===== src/rtl/conv_seq_ctrl_if.sv =====
// Control/config bundle between the convolution sequencer and its
// surroundings: top-state, loop config, MAC-array strobes and indices.
interface conv_seq_ctrl_if #(
    parameter int CNT_WIDTH   = 10,
    parameter int SCALE_WIDTH = 4
);
    logic [2:0]             current_state;
    logic [CNT_WIDTH-1:0]   cfg_ic_blk;
    logic [CNT_WIDTH-1:0]   cfg_oc_blk;
    logic [CNT_WIDTH-1:0]   cfg_pix;
    logic [SCALE_WIDTH-1:0] cfg_scale;
    logic                   fm_valid;
    logic                   out_ready;
    logic                   mac_en;
    logic                   adder_rst;
    logic                   acc_valid;
    logic [SCALE_WIDTH-1:0] scale_in;
    logic [CNT_WIDTH-1:0]   ic_cnt;
    logic [CNT_WIDTH-1:0]   pix_cnt;
    logic [CNT_WIDTH-1:0]   oc_cnt;
    logic                   busy;
    logic                   state_end;

    modport master (
        output current_state, cfg_ic_blk, cfg_oc_blk, cfg_pix, cfg_scale,
        output fm_valid, out_ready,
        input  mac_en, adder_rst, acc_valid, scale_in,
        input  ic_cnt, pix_cnt, oc_cnt, busy, state_end
    );

    modport slave (
        input  current_state, cfg_ic_blk, cfg_oc_blk, cfg_pix, cfg_scale,
        input  fm_valid, out_ready,
        output mac_en, adder_rst, acc_valid, scale_in,
        output ic_cnt, pix_cnt, oc_cnt, busy, state_end
    );
endinterface


===== src/rtl/conv_seq_ctrl.sv =====
// Convolution loop sequencer: ic/pix/oc nest, accumulator strobes, drain.
// Optional macro CONV_CTRL_ABORT_EN: leaving CONV_STATE mid-run aborts to IDLE.
module conv_seq_ctrl #(
    parameter int         MAC_IN_NUM          = 9,
    parameter int         MAC_OUT_NUM         = 18,
    parameter int         CNT_WIDTH           = 10,
    parameter int         SCALE_WIDTH         = 4,
    parameter int         MULT_PIPELINE_STAGE = 2,
    parameter logic [2:0] CONV_STATE          = 3'd2
) (
    input logic           clk,
    input logic           rst,
    conv_seq_ctrl_if.slave bus
);
    localparam int DLY = MULT_PIPELINE_STAGE + 1;
    localparam int DW  = $clog2(DLY + 1);

    if (MAC_IN_NUM < 1 || MAC_OUT_NUM < 1 || MULT_PIPELINE_STAGE < 0) begin : g_bad_cfg
        $error("conv_seq_ctrl: invalid parameters");
    end

    typedef enum logic [2:0] {
        IDLE, LOAD, RUN, DRAIN, DONE
    } state_t;

    state_t                 state, state_nx;
    logic [CNT_WIDTH-1:0]   ic_q, pix_q, oc_q;
    logic [CNT_WIDTH-1:0]   ic_nx, pix_nx, oc_nx;
    logic [CNT_WIDTH-1:0]   ic_max, pix_max, oc_max;
    logic [SCALE_WIDTH-1:0] scale_q;
    logic [DLY-1:0]         pipe_q, pipe_nx;
    logic [DW-1:0]          drain_q, drain_nx;
    logic                   armed_q, armed_nx;
    logic                   conv_sel, abort, beat;

    assign conv_sel = (bus.current_state == CONV_STATE);
    assign beat     = (state == RUN) & bus.fm_valid & bus.out_ready;

`ifdef CONV_CTRL_ABORT_EN
    assign abort = !conv_sel && (state == LOAD || state == RUN || state == DRAIN);
`else
    assign abort = 1'b0;
`endif

    always_comb begin
        state_nx = state;
        ic_nx    = ic_q;
        pix_nx   = pix_q;
        oc_nx    = oc_q;
        drain_nx = drain_q;
        // armed re-opens only once the top state has been seen outside CONV
        armed_nx = armed_q | ~conv_sel;
        pipe_nx[0] = beat & (ic_q == ic_max);
        for (int i = 1; i < DLY; i++) pipe_nx[i] = pipe_q[i-1];

        unique case (state)
            IDLE: begin
                if (conv_sel && armed_q) begin
                    state_nx = LOAD;
                    armed_nx = 1'b0;
                end
            end
            LOAD: begin
                state_nx = RUN;
                ic_nx    = '0;
                pix_nx   = '0;
                oc_nx    = '0;
            end
            RUN: begin
                if (beat) begin
                    if (ic_q == ic_max) begin
                        ic_nx = '0;
                        if (pix_q == pix_max) begin
                            pix_nx = '0;
                            if (oc_q == oc_max) begin
                                oc_nx    = '0;
                                drain_nx = '0;
                                state_nx = DRAIN;
                            end else begin
                                oc_nx = oc_q + CNT_WIDTH'(1);
                            end
                        end else begin
                            pix_nx = pix_q + CNT_WIDTH'(1);
                        end
                    end else begin
                        ic_nx = ic_q + CNT_WIDTH'(1);
                    end
                end
            end
            DRAIN: begin
                drain_nx = drain_q + DW'(1);
                if (drain_q == DW'(DLY - 1)) begin
                    drain_nx = '0;
                    state_nx = DONE;
                end
            end
            DONE:    state_nx = IDLE;
            default: state_nx = IDLE;
        endcase

        if (abort) begin
            state_nx = IDLE;
            ic_nx    = '0;
            pix_nx   = '0;
            oc_nx    = '0;
            drain_nx = '0;
            pipe_nx  = '0;
        end
    end

    always_ff @(posedge clk or posedge rst) begin
        if (rst) begin
            state   <= IDLE;
            ic_q    <= '0;
            pix_q   <= '0;
            oc_q    <= '0;
            drain_q <= '0;
            pipe_q  <= '0;
            armed_q <= 1'b1;
            ic_max  <= '0;
            pix_max <= '0;
            oc_max  <= '0;
            scale_q <= '0;
        end else begin
            state   <= state_nx;
            ic_q    <= ic_nx;
            pix_q   <= pix_nx;
            oc_q    <= oc_nx;
            drain_q <= drain_nx;
            pipe_q  <= pipe_nx;
            armed_q <= armed_nx;
            if (state == LOAD) begin
                ic_max  <= bus.cfg_ic_blk;
                pix_max <= bus.cfg_pix;
                oc_max  <= bus.cfg_oc_blk;
                scale_q <= bus.cfg_scale;
            end
        end
    end

    assign bus.mac_en    = beat;
    assign bus.adder_rst = beat & (ic_q == '0);
    assign bus.acc_valid = pipe_q[DLY-1];
    assign bus.scale_in  = scale_q;
    assign bus.ic_cnt    = ic_q;
    assign bus.pix_cnt   = pix_q;
    assign bus.oc_cnt    = oc_q;
    assign bus.busy      = (state != IDLE);
    assign bus.state_end = (state == DONE);
endmodule


===== src/flat_wrapper.sv =====
// flat-port wrapper written by rule: the top's interface ports become plain ports
module conv_seq_ctrl_flat 
#(
    parameter int         MAC_IN_NUM          = 9,
    parameter int         MAC_OUT_NUM         = 18,
    parameter int         CNT_WIDTH           = 10,
    parameter int         SCALE_WIDTH         = 4,
    parameter int         MULT_PIPELINE_STAGE = 2,
    parameter logic [2:0] CONV_STATE          = 3'd2
)
  (clk, rst, bus_current_state, bus_cfg_ic_blk, bus_cfg_oc_blk, bus_cfg_pix, bus_cfg_scale, bus_fm_valid, bus_out_ready, bus_mac_en, bus_adder_rst, bus_acc_valid, bus_scale_in, bus_ic_cnt, bus_pix_cnt, bus_oc_cnt, bus_busy, bus_state_end);
  conv_seq_ctrl_if #(.CNT_WIDTH(CNT_WIDTH), .SCALE_WIDTH(SCALE_WIDTH)) bus_i ();
  input logic clk;
  input logic rst;
  input wire logic [$bits(bus_i.current_state)-1:0] bus_current_state;
  input wire logic [$bits(bus_i.cfg_ic_blk)-1:0] bus_cfg_ic_blk;
  input wire logic [$bits(bus_i.cfg_oc_blk)-1:0] bus_cfg_oc_blk;
  input wire logic [$bits(bus_i.cfg_pix)-1:0] bus_cfg_pix;
  input wire logic [$bits(bus_i.cfg_scale)-1:0] bus_cfg_scale;
  input wire logic [$bits(bus_i.fm_valid)-1:0] bus_fm_valid;
  input wire logic [$bits(bus_i.out_ready)-1:0] bus_out_ready;
  output wire logic [$bits(bus_i.mac_en)-1:0] bus_mac_en;
  output wire logic [$bits(bus_i.adder_rst)-1:0] bus_adder_rst;
  output wire logic [$bits(bus_i.acc_valid)-1:0] bus_acc_valid;
  output wire logic [$bits(bus_i.scale_in)-1:0] bus_scale_in;
  output wire logic [$bits(bus_i.ic_cnt)-1:0] bus_ic_cnt;
  output wire logic [$bits(bus_i.pix_cnt)-1:0] bus_pix_cnt;
  output wire logic [$bits(bus_i.oc_cnt)-1:0] bus_oc_cnt;
  output wire logic [$bits(bus_i.busy)-1:0] bus_busy;
  output wire logic [$bits(bus_i.state_end)-1:0] bus_state_end;
  assign bus_i.current_state = bus_current_state;
  assign bus_i.cfg_ic_blk = bus_cfg_ic_blk;
  assign bus_i.cfg_oc_blk = bus_cfg_oc_blk;
  assign bus_i.cfg_pix = bus_cfg_pix;
  assign bus_i.cfg_scale = bus_cfg_scale;
  assign bus_i.fm_valid = bus_fm_valid;
  assign bus_i.out_ready = bus_out_ready;
  assign bus_mac_en = bus_i.mac_en;
  assign bus_adder_rst = bus_i.adder_rst;
  assign bus_acc_valid = bus_i.acc_valid;
  assign bus_scale_in = bus_i.scale_in;
  assign bus_ic_cnt = bus_i.ic_cnt;
  assign bus_pix_cnt = bus_i.pix_cnt;
  assign bus_oc_cnt = bus_i.oc_cnt;
  assign bus_busy = bus_i.busy;
  assign bus_state_end = bus_i.state_end;
  conv_seq_ctrl #(.MAC_IN_NUM(MAC_IN_NUM), .MAC_OUT_NUM(MAC_OUT_NUM), .CNT_WIDTH(CNT_WIDTH), .SCALE_WIDTH(SCALE_WIDTH), .MULT_PIPELINE_STAGE(MULT_PIPELINE_STAGE), .CONV_STATE(CONV_STATE)) u_core (.clk(clk), .rst(rst), .bus(bus_i));
endmodule

===== config.mk =====
export PLATFORM = sky130hd
export DESIGN_NAME = conv_seq_ctrl_flat
export DESIGN_NICKNAME = d
export VERILOG_FILES = /design/src/rtl/conv_seq_ctrl_if.sv /design/src/rtl/conv_seq_ctrl.sv /design/src/flat_wrapper.sv
export SDC_FILE = /design/constraint.sdc
export NUM_CORES = 1
export LEC_CHECK = 0
export CAP_MARGIN = 20
export CORE_MARGIN = 5
export CORE_UTILIZATION = 30
export CTS_BUF_LIST = sky130_fd_sc_hd__clkbuf_4 sky130_fd_sc_hd__clkbuf_8 sky130_fd_sc_hd__clkbuf_16
export DETAILED_ROUTE_END_ITERATION = 8
export SYNTH_ARGS = -nofsm -noshare
export SYNTH_HDL_FRONTEND = slang
export SYNTH_SLANG_ARGS = --single-unit

===== constraint.sdc =====
create_clock -name clk -period 5.1 [get_ports clk]
set_clock_uncertainty 0.2 [all_clocks]
set_input_delay 0.765 -clock clk [delete_from_list [all_inputs] [get_ports clk]]
set_output_delay 0.765 -clock clk [all_outputs]
set_load 0.005 [all_outputs]

# Word-level counts from Yosys, hierarchy flattened
# Cells that the tools add are included.
# Widths: inputs -> output; s select.
[totals]
reg_bits = 73
in_bits = 41
[op_classes]
add_sub_neg = 4
n_eq_ne = 15
muxes = 27
bitwise_logic = 6
n_reduce_logical = 11
[ops]
columns = ["cell", "count"]
rows = [
  ["$mux 10", 9],
  ["$pmux 10 s2", 3],
  ["$add 10x1->10 const B", 3],
  ["$eq 10x10->1", 3],
  ["$mux 3", 6],
  ["$pmux 3 s4", 1],
  ["$logic_not 10->1", 1],
  ["$mux 2", 5],
  ["$eq 3x2->1 const B", 3],
  ["$ne 2x1->1 const B", 3],
  ["$ne 2x2->1 const B", 3],
  ["$reduce_and 6->1", 1],
  ["$reduce_and 5->1", 1],
  ["$and 1x1->1", 4],
  ["$pmux 2 s2", 1],
  ["$reduce_and 4->1", 1],
  ["$reduce_bool 2->1", 2],
  ["$eq 3x1->1 const B", 1],
  ["$eq 3x3->1 const B", 1],
  ["$logic_not 3->1", 1],
  ["$reduce_and 3->1", 1],
  ["$reduce_bool 3->1", 1],
  ["$add 2x1->2 const B", 1],
  ["$eq 2x2->1 const B", 1],
  ["other kinds (5)", 6],
]

# Longest topological paths before layout
# Gate-level depths: netlist of run 1.
[logic_depth]
word_depth = 6
ltp_mapped = 8
depth_no_buf = 6

# Worst setup path before layout of run 1
# Ideal clock, no wire load.
[synth_path]
kind = "reg2out"
startpoint = "register u_core.state[2]"
endpoint = "output port bus_adder_rst"
t_arrival_ns = 1.342
path_slack_ns = 2.793
path_stages_with_launch = 7
cell_sequence = "dfrtp_1 > buf_2 > nor3b_4 > nand3_2 > inv_1 > nand4b_1 > nor4_1"
[synth_between]
elab_chain_cells = 4
[synth_lines]
columns = ["element", "line", "text"]
rows = [
  ["start, declared", "conv_seq_ctrl.sv:26", "state_t state, state_nx;"],
  ["start signal, assigned", "conv_seq_ctrl.sv:125", "state <= state_nx;"],
  ["$eq 3x2->1", "conv_seq_ctrl.sv:37", "assign beat = (state == RUN) & bus.fm_valid & bus.out_ready;"],
  ["$and 1x1->1 (2 in series)", "conv_seq_ctrl.sv:37", ""],
  ["net bus_mac_en", "flat_wrapper.sv:22", "output wire logic [$bits(bus_i.mac_en)-1:0] bus_mac_en;"],
  ["$and 1x1->1", "conv_seq_ctrl.sv:142", "assign bus.adder_rst = beat & (ic_q == '0);"],
  ["end, declared", "flat_wrapper.sv:23", "output wire logic [$bits(bus_i.adder_rst)-1:0] bus_adder_rst;"],
]
# The timed path passes the listed nets, and every way through them passes these cells.

# Worst setup path after layout of run 1
[layout_path]
startpoint = "register u_core.state[0]"
endpoint = "output port bus_adder_rst"
[layout_between]
elab_chain_cells = 4
[layout_lines]
columns = ["element", "line"]
rows = [
  ["$eq 3x2->1", "conv_seq_ctrl.sv:37"],
  ["$and 1x1->1 (2 in series)", "conv_seq_ctrl.sv:37"],
  ["$and 1x1->1", "conv_seq_ctrl.sv:142"],
]
# Every way passes these cells.

==> results.cfg, run 1 <==
[logic_synthesis]
syn_inst = 321
synth_top_area_share_pct = 49.5
synthTopCellsByArea = dfrtp_1 50%, mux2_2 11%, xnor2_1 7.0%
netlist_area_um2 = 3640
synth_cell_types = 52
syn_nets = 366
ys.flop_type = dfrtp_1
ys_warn_count = 0
yosysTopAreaCell = dfrtp_1
synth-edff-count = 0
ys_seq_area_share_pct = 50.3
synthArstFlopShare_pct = 100
synth_seq_cells = 73
syn_area_per_cell_um2 = 11.3

[clocking]
insertion_delay_ps = 330
cts_setup_buffers = 0
clk_pin_slew_worst_paths_ps = 50
cts_buffers = 9
cts_hold_buffers = 0
cts_max_path_buffers = 2
cts_tree = built
cts.sinks = 73
cts-root-buf = clkbuf_16
h-tree-depth = 3
cts_resized = 0

[timing]
post-route-period-util_pct = 66.9
hold_ws_ps = 154
slew_viol_final = 0
finalWorstSetupSlack_ps = 1690
setup_viol = 0
setup_tns_ps = 0
fin_crit_ps = 3410
worst_pin_slew_ps = 673
rsz0062_at_grt = false
relSlewSlack_pct = 55.1
fmax_mhz = 293
hold_viol_final = 0

[routing]
drt_iter0_markers = 145
final_antenna_net_count = 0
first_pass_iters = 5
vias_per_cell = 4.90
met1_length_um = 3870
wl_met3_um = 403
drc = 0
met2_length_um = 4280
wl_per_cell_um = 15.5
routed_wl_um = 8630
top_layer = met4
num_vias = 2722

[worst_setup_path]
critPathLaunchType = flip-flop
required_ps = 4140
cp_max_fo = 11
r2r_start = u_core.bus.ic_cnt[7]
r2r.worst_path.cells = 6
reg2reg_to = u_core.bus.oc_cnt[7]
critPathKind = flip-flop to primary output
crit_arrival_ps = 2450
r2r_setup_slack_ps = 2500
endpoint_kind = primary output

[global_routing]
grt_pass1_vias = 2803
grt_pass1_wl_um = 14400
gr-total-overflow = 0
grt_use_total_pct = 12.7
grt_max_degree = 43
antenna_found_initial = 0

[hold_path]
min_to = u_core.pipe_q[1]
hold_depth = 0
min_path_type = flip-flop to flip-flop
hold_path_startpoint = u_core.pipe_q[0]

[power_and_ir_drop]
powerDensity_nw_per_um2 = 290
vdd_drop_max_uv = 156
leakagePower_nw = 1.91

[floorplan]
die_area_um2 = 14400
die_h_um = 120
start_util_pct = 30.4
core_area_um2 = 12000
die_x_um = 120
io_pins = 80
placementRows = 40

[run]
drv_cap = 0

[placement]
place_area_um2 = 4590
hpwl_um = 6270
gp_congestion = 0.773
io_buffers = 79
post-place-ws_ps = 1790

[finish]
n_antenna_cell = 0
fin_util_pct = 40.6
stdcell_area_um2 = 4850
area_growth_pct = 33.4
fin_nets = 451
drive_gt1_share_pct = 18.6

[outcome]
outcome = finished, final reports clean
-- final cells by class --
class | count | area (um2)
clock buffer | 13 | 255
clock inverter | 1 | 5.00
fill | 1176 | 7110
inverter | 8 | 30.0
multi-input combinational | 232 | 1740
sequential | 73 | 1830
tap | 147 | 184
timing repair buffer | 82 | 811
-- worst max-delay path by stage --
stage | from | to | slack, ps | cells after the start
global placement | bus_out_ready | bus_adder_rst | 1820 | 6
finish | u_core.state[0] | bus_adder_rst | 1690 | 6
floorplan | rst | u_core.bus.ic_cnt[0] | 2280 | 1
CTS | u_core.state[0] | bus_adder_rst | 1670 | 6
global route | u_core.state[0] | bus_adder_rst | 1530 | 6
detailed placement | bus_out_ready | bus_adder_rst | 1790 | 6
-- power by group --
part           switching (W)  internal, W
registers          0.0000463     0.000609
clock network       0.000226     0.000345
logic              0.0000695     0.000110
total               0.000341      0.00106
-- per-layer routing --
layer  global-route usage, %  vias up
met2                    20.7       61
met5                       0        -
met3                    4.67        8
met4                    3.65        0
met1                    15.8     1336
li1                        -     1317
-- state kept, by name (all words and copies together), names as in the netlist --
name and cells:
u_core.armed_q 1, u_core.bus.pix_cnt 10, u_core.bus.oc_cnt 10, u_core.pix_max 10, u_core.bus.scale_in 4, u_core.bus.ic_cnt 10
u_core.pipe_q 3, u_core.state 3, u_core.oc_max 10, u_core.ic_max 10, u_core.drain_q 2
-- worst max-delay path: stages (launching register included) --
cell and delay [ps]:
dfrtp_1 490, nor3b_4 490, nand3_2 180, inv_1 110, nand4b_1 110, nor4_1 180, clkdlybuf4s50_1 550
-- placed cells by master, fill, tap and decap left out, drive strengths merged, types with 5 or more instances in the layout --
cell type | Yosys | layout
nand2b | 6 | 6
clkdlybuf4s50 | 0 | 79
o21ai | 22 | 22
nor2 | 19 | 19
nand4 | 8 | 8
nand2 | 22 | 22
clkbuf | 3 | 13
o31ai | 8 | 8
inv | 8 | 8
xor2 | 7 | 7
nor2b | 5 | 5
xnor2 | 33 | 33
mux2 | 34 | 34
dfrtp | 72 | 72
nand3 | 18 | 18
and3 | 6 | 6
-- kinds of logic (layout without fill, tap and decap cells) --
kind of cell | count (synthesis) | count (layout) | share of synthesized area, %
buffers and inverters | 16 | 104 | 2.03
XOR/XNOR | 40 | 40 | 10.5
adder cells (fa/ha/maj) | 4 | 4 | 1.38
multiplexers | 35 | 35 | 10.8
flip-flops | 73 | 73 | 50.3
AND/OR/NAND/NOR | 107 | 107 | 16.7
AO/OA/AOI/OAI | 46 | 46 | 8.39
-- synthesized netlist by cell type, drive strengths merged, types with 5 or more instances --
library cell / instances
nand3: 18
o21ai: 22
buf: 5
xor2: 7
mux2: 34
and3: 6
nor2b: 5
nand2: 22
nor2: 19
xnor2: 33
dfrtp: 72
nand4: 8
inv: 8
o31ai: 8
nand2b: 6
-- per-stage QoR --
step,std cells,total power [W]
3_5_place_dp,541,0.000848
6_report,556,0.00141
4_1_cts,555,0.00143
5_1_grt,556,0.00148
3_3_place_gp,541,0.000846
2_1_floorplan,321,0.000745
(Power assumes the default switching activity.)
==> run 2, diff against run 1 <==
==> constraint.sdc (replaced) <==
create_clock -name clk -period 2.9 [get_ports clk]
set_clock_uncertainty 0.2 [all_clocks]
set_input_delay 0.435 -clock clk [delete_from_list [all_inputs] [get_ports clk]]
set_output_delay 0.435 -clock clk [all_outputs]
set_load 0.005 [all_outputs]
==> results.cfg, run 2 (synthesis gave the netlist of run 1 again) <==
[worst_setup_path]
endpoint_kind = primary output
r2r.worst_path.cells = 6
cp_max_fo = 8
critPathCapture = bus_adder_rst
r2r_setup_slack_ps = 370
crit_arrival_ps = 2160
critPathKind = flip-flop to primary output
r2r_start = u_core.bus.ic_cnt[5]
crit_start = u_core.state[2]
required_ps = 2270
critPathLaunchType = flip-flop
reg2reg_to = u_core.bus.oc_cnt[6]

[power_and_ir_drop]
p_sw_w = 0.000647
powerDensity_nw_per_um2 = 522
p_int_w = 0.00194
pwr-share-comb_pct = 13.2
leakagePower_nw = 1.94
vdd_drop_max_uv = 235
power_frac_seq_pct = 44.1
swShare_pct = 25.0
clkPwrFrac_pct = 42.8

[routing]
drt_iter0_markers = 131
wl_per_cell_um = 15.8
routed_wl_um = 8910
vias_per_cell = 4.86
num_vias = 2734
top_layer = met4
drc = 0
met2_length_um = 4420
first_pass_iters = 4
wl_met3_um = 411
met1_length_um = 3970
final_antenna_net_count = 0

[finish]
stdcell_area_um2 = 4950
finalNonFillerCells = 563
mostFrequentLayoutCell = clkdlybuf4s50_1
fin_nets = 456
area_growth_pct = 36.1
drive_gt1_share_pct = 20.7
final_cell_mix = 79 x clkdlybuf4s50_1, 70 x dfrtp_1, 34 x mux2_2, 29 x xnor2_1, 20 x nand2_1
n_antenna_cell = 0

[clocking]
cts_buffers = 9
cts-root-buf = clkbuf_16
cts.sinks = 73
cts_hold_buffers = 0
cts_max_path_buffers = 2
cts_tree = built
clk_pin_slew_worst_paths_ps = 60
insertion_delay_ps = 330
h-tree-depth = 3

[timing]
worst_pin_slew_ps = 590
fin_crit_ps = 2790
slew_viol_final = 0
setup_viol = 0
relSlewSlack_pct = 60.3
finalWorstSetupSlack_ps = 108
post-route-period-util_pct = 96.3
hold_viol_final = 0
fmax_mhz = 358

[global_routing]
grt_use_total_pct = 12.8
antenna_found_initial = 0
grt_max_degree = 74
grt_pass1_wl_um = 14600
grt_pass1_vias = 2897
gr-total-overflow = 0

[outcome]
outcome = finished, final reports clean

[floorplan]
die_x_um = 120
die_h_um = 120
io_pins = 80
die_area_um2 = 14400
placementRows = 40
core_area_um2 = 12000
start_util_pct = 30.4

[placement]
hpwl_um = 6430
place_area_um2 = 4650
gp_congestion = 0.829
post-place-ws_ps = 225
placed_cells = 547
io_buffers = 79

[run]
drv_cap = 0

[hold_path]
min_path_type = flip-flop to flip-flop
==> run 2: power by group through the flow <==
stage | clock, W | combinational, W | sequential (W)
after floorplan | 0 | 0.000159 | 0.00115
after global placement | 0 | 0.000344 | 0.00115
after detailed placement | 0 | 0.000344 | 0.00116
after CTS | 0.00114 | 0.000347 | 0.00114
after global routing | 0.00118 | 0.000376 | 0.00115
final | 0.00111 | 0.000340 | 0.00114
==> run 2: worst max-delay path, stage by stage, from the launching register on <==
cell and delay, ps:
dfrtp_2 460, nor3b_4 250, nand3_2 150, inv_1 110
nand4b_1 140, nor4_2 180, clkdlybuf4s50_1 550
==> run 2: final cells by class <==
type | count | area, um2
multi-input cells | 232 | 1750
flip-flops and latches | 73 | 1830
clock buffers | 9 | 225
well taps | 147 | 184
clock inverters | 7 | 71.3
repair buffers | 87 | 863
fillers | 1150 | 7010
inverters | 8 | 30.0
==> run 2: what timing repair did <==
item / 4_1_cts / 5_1_grt
endpoints found under the hold margin: 0 / 0
gates resized for setup: 0 / 3
endpoints found under the setup margin: 0 / 1
setup buffers: 0 / 0
==> run 2: worst min path at each step <==
stage                                 from          endpoint  slack [ps]  depth (start not counted)
after floorplan           u_core.pipe_q[0]  u_core.pipe_q[1]         130                          0
after global placement    u_core.pipe_q[1]  u_core.pipe_q[2]         140                          0
after detailed placement  u_core.pipe_q[1]  u_core.pipe_q[2]         140                          0
after CTS                 u_core.pipe_q[1]  u_core.pipe_q[2]         150                          0
after global routing      u_core.pipe_q[1]  u_core.pipe_q[2]         170                          0
final                     u_core.pipe_q[1]  u_core.pipe_q[2]         150                          0
==> run 2: metal layers <==
metal  global-route usage (%)  vias to the layer above
met5                        0                        -
met2                     21.6                       61
li1                         -                     1327
met1                     15.7                     1338
met4                     4.37                        0
met3                     3.49                        8
==> run 2: per-stage QoR <==
stage / power (W) / setup TNS (ps) / hold WS, ps / utilization (%)
2_1_floorplan: 0.00131 / 0 / 131 / -
3_3_place_gp: 0.00150 / 0 / 138 / 38.8
3_5_place_dp: 0.00150 / 0 / 141 / 38.8
4_1_cts: 0.00263 / 0 / 154 / 41.3
5_1_grt: 0.00270 / -32.9 / 170 / 41.4
6_report: 0.00259 / 0 / 151 / 41.4
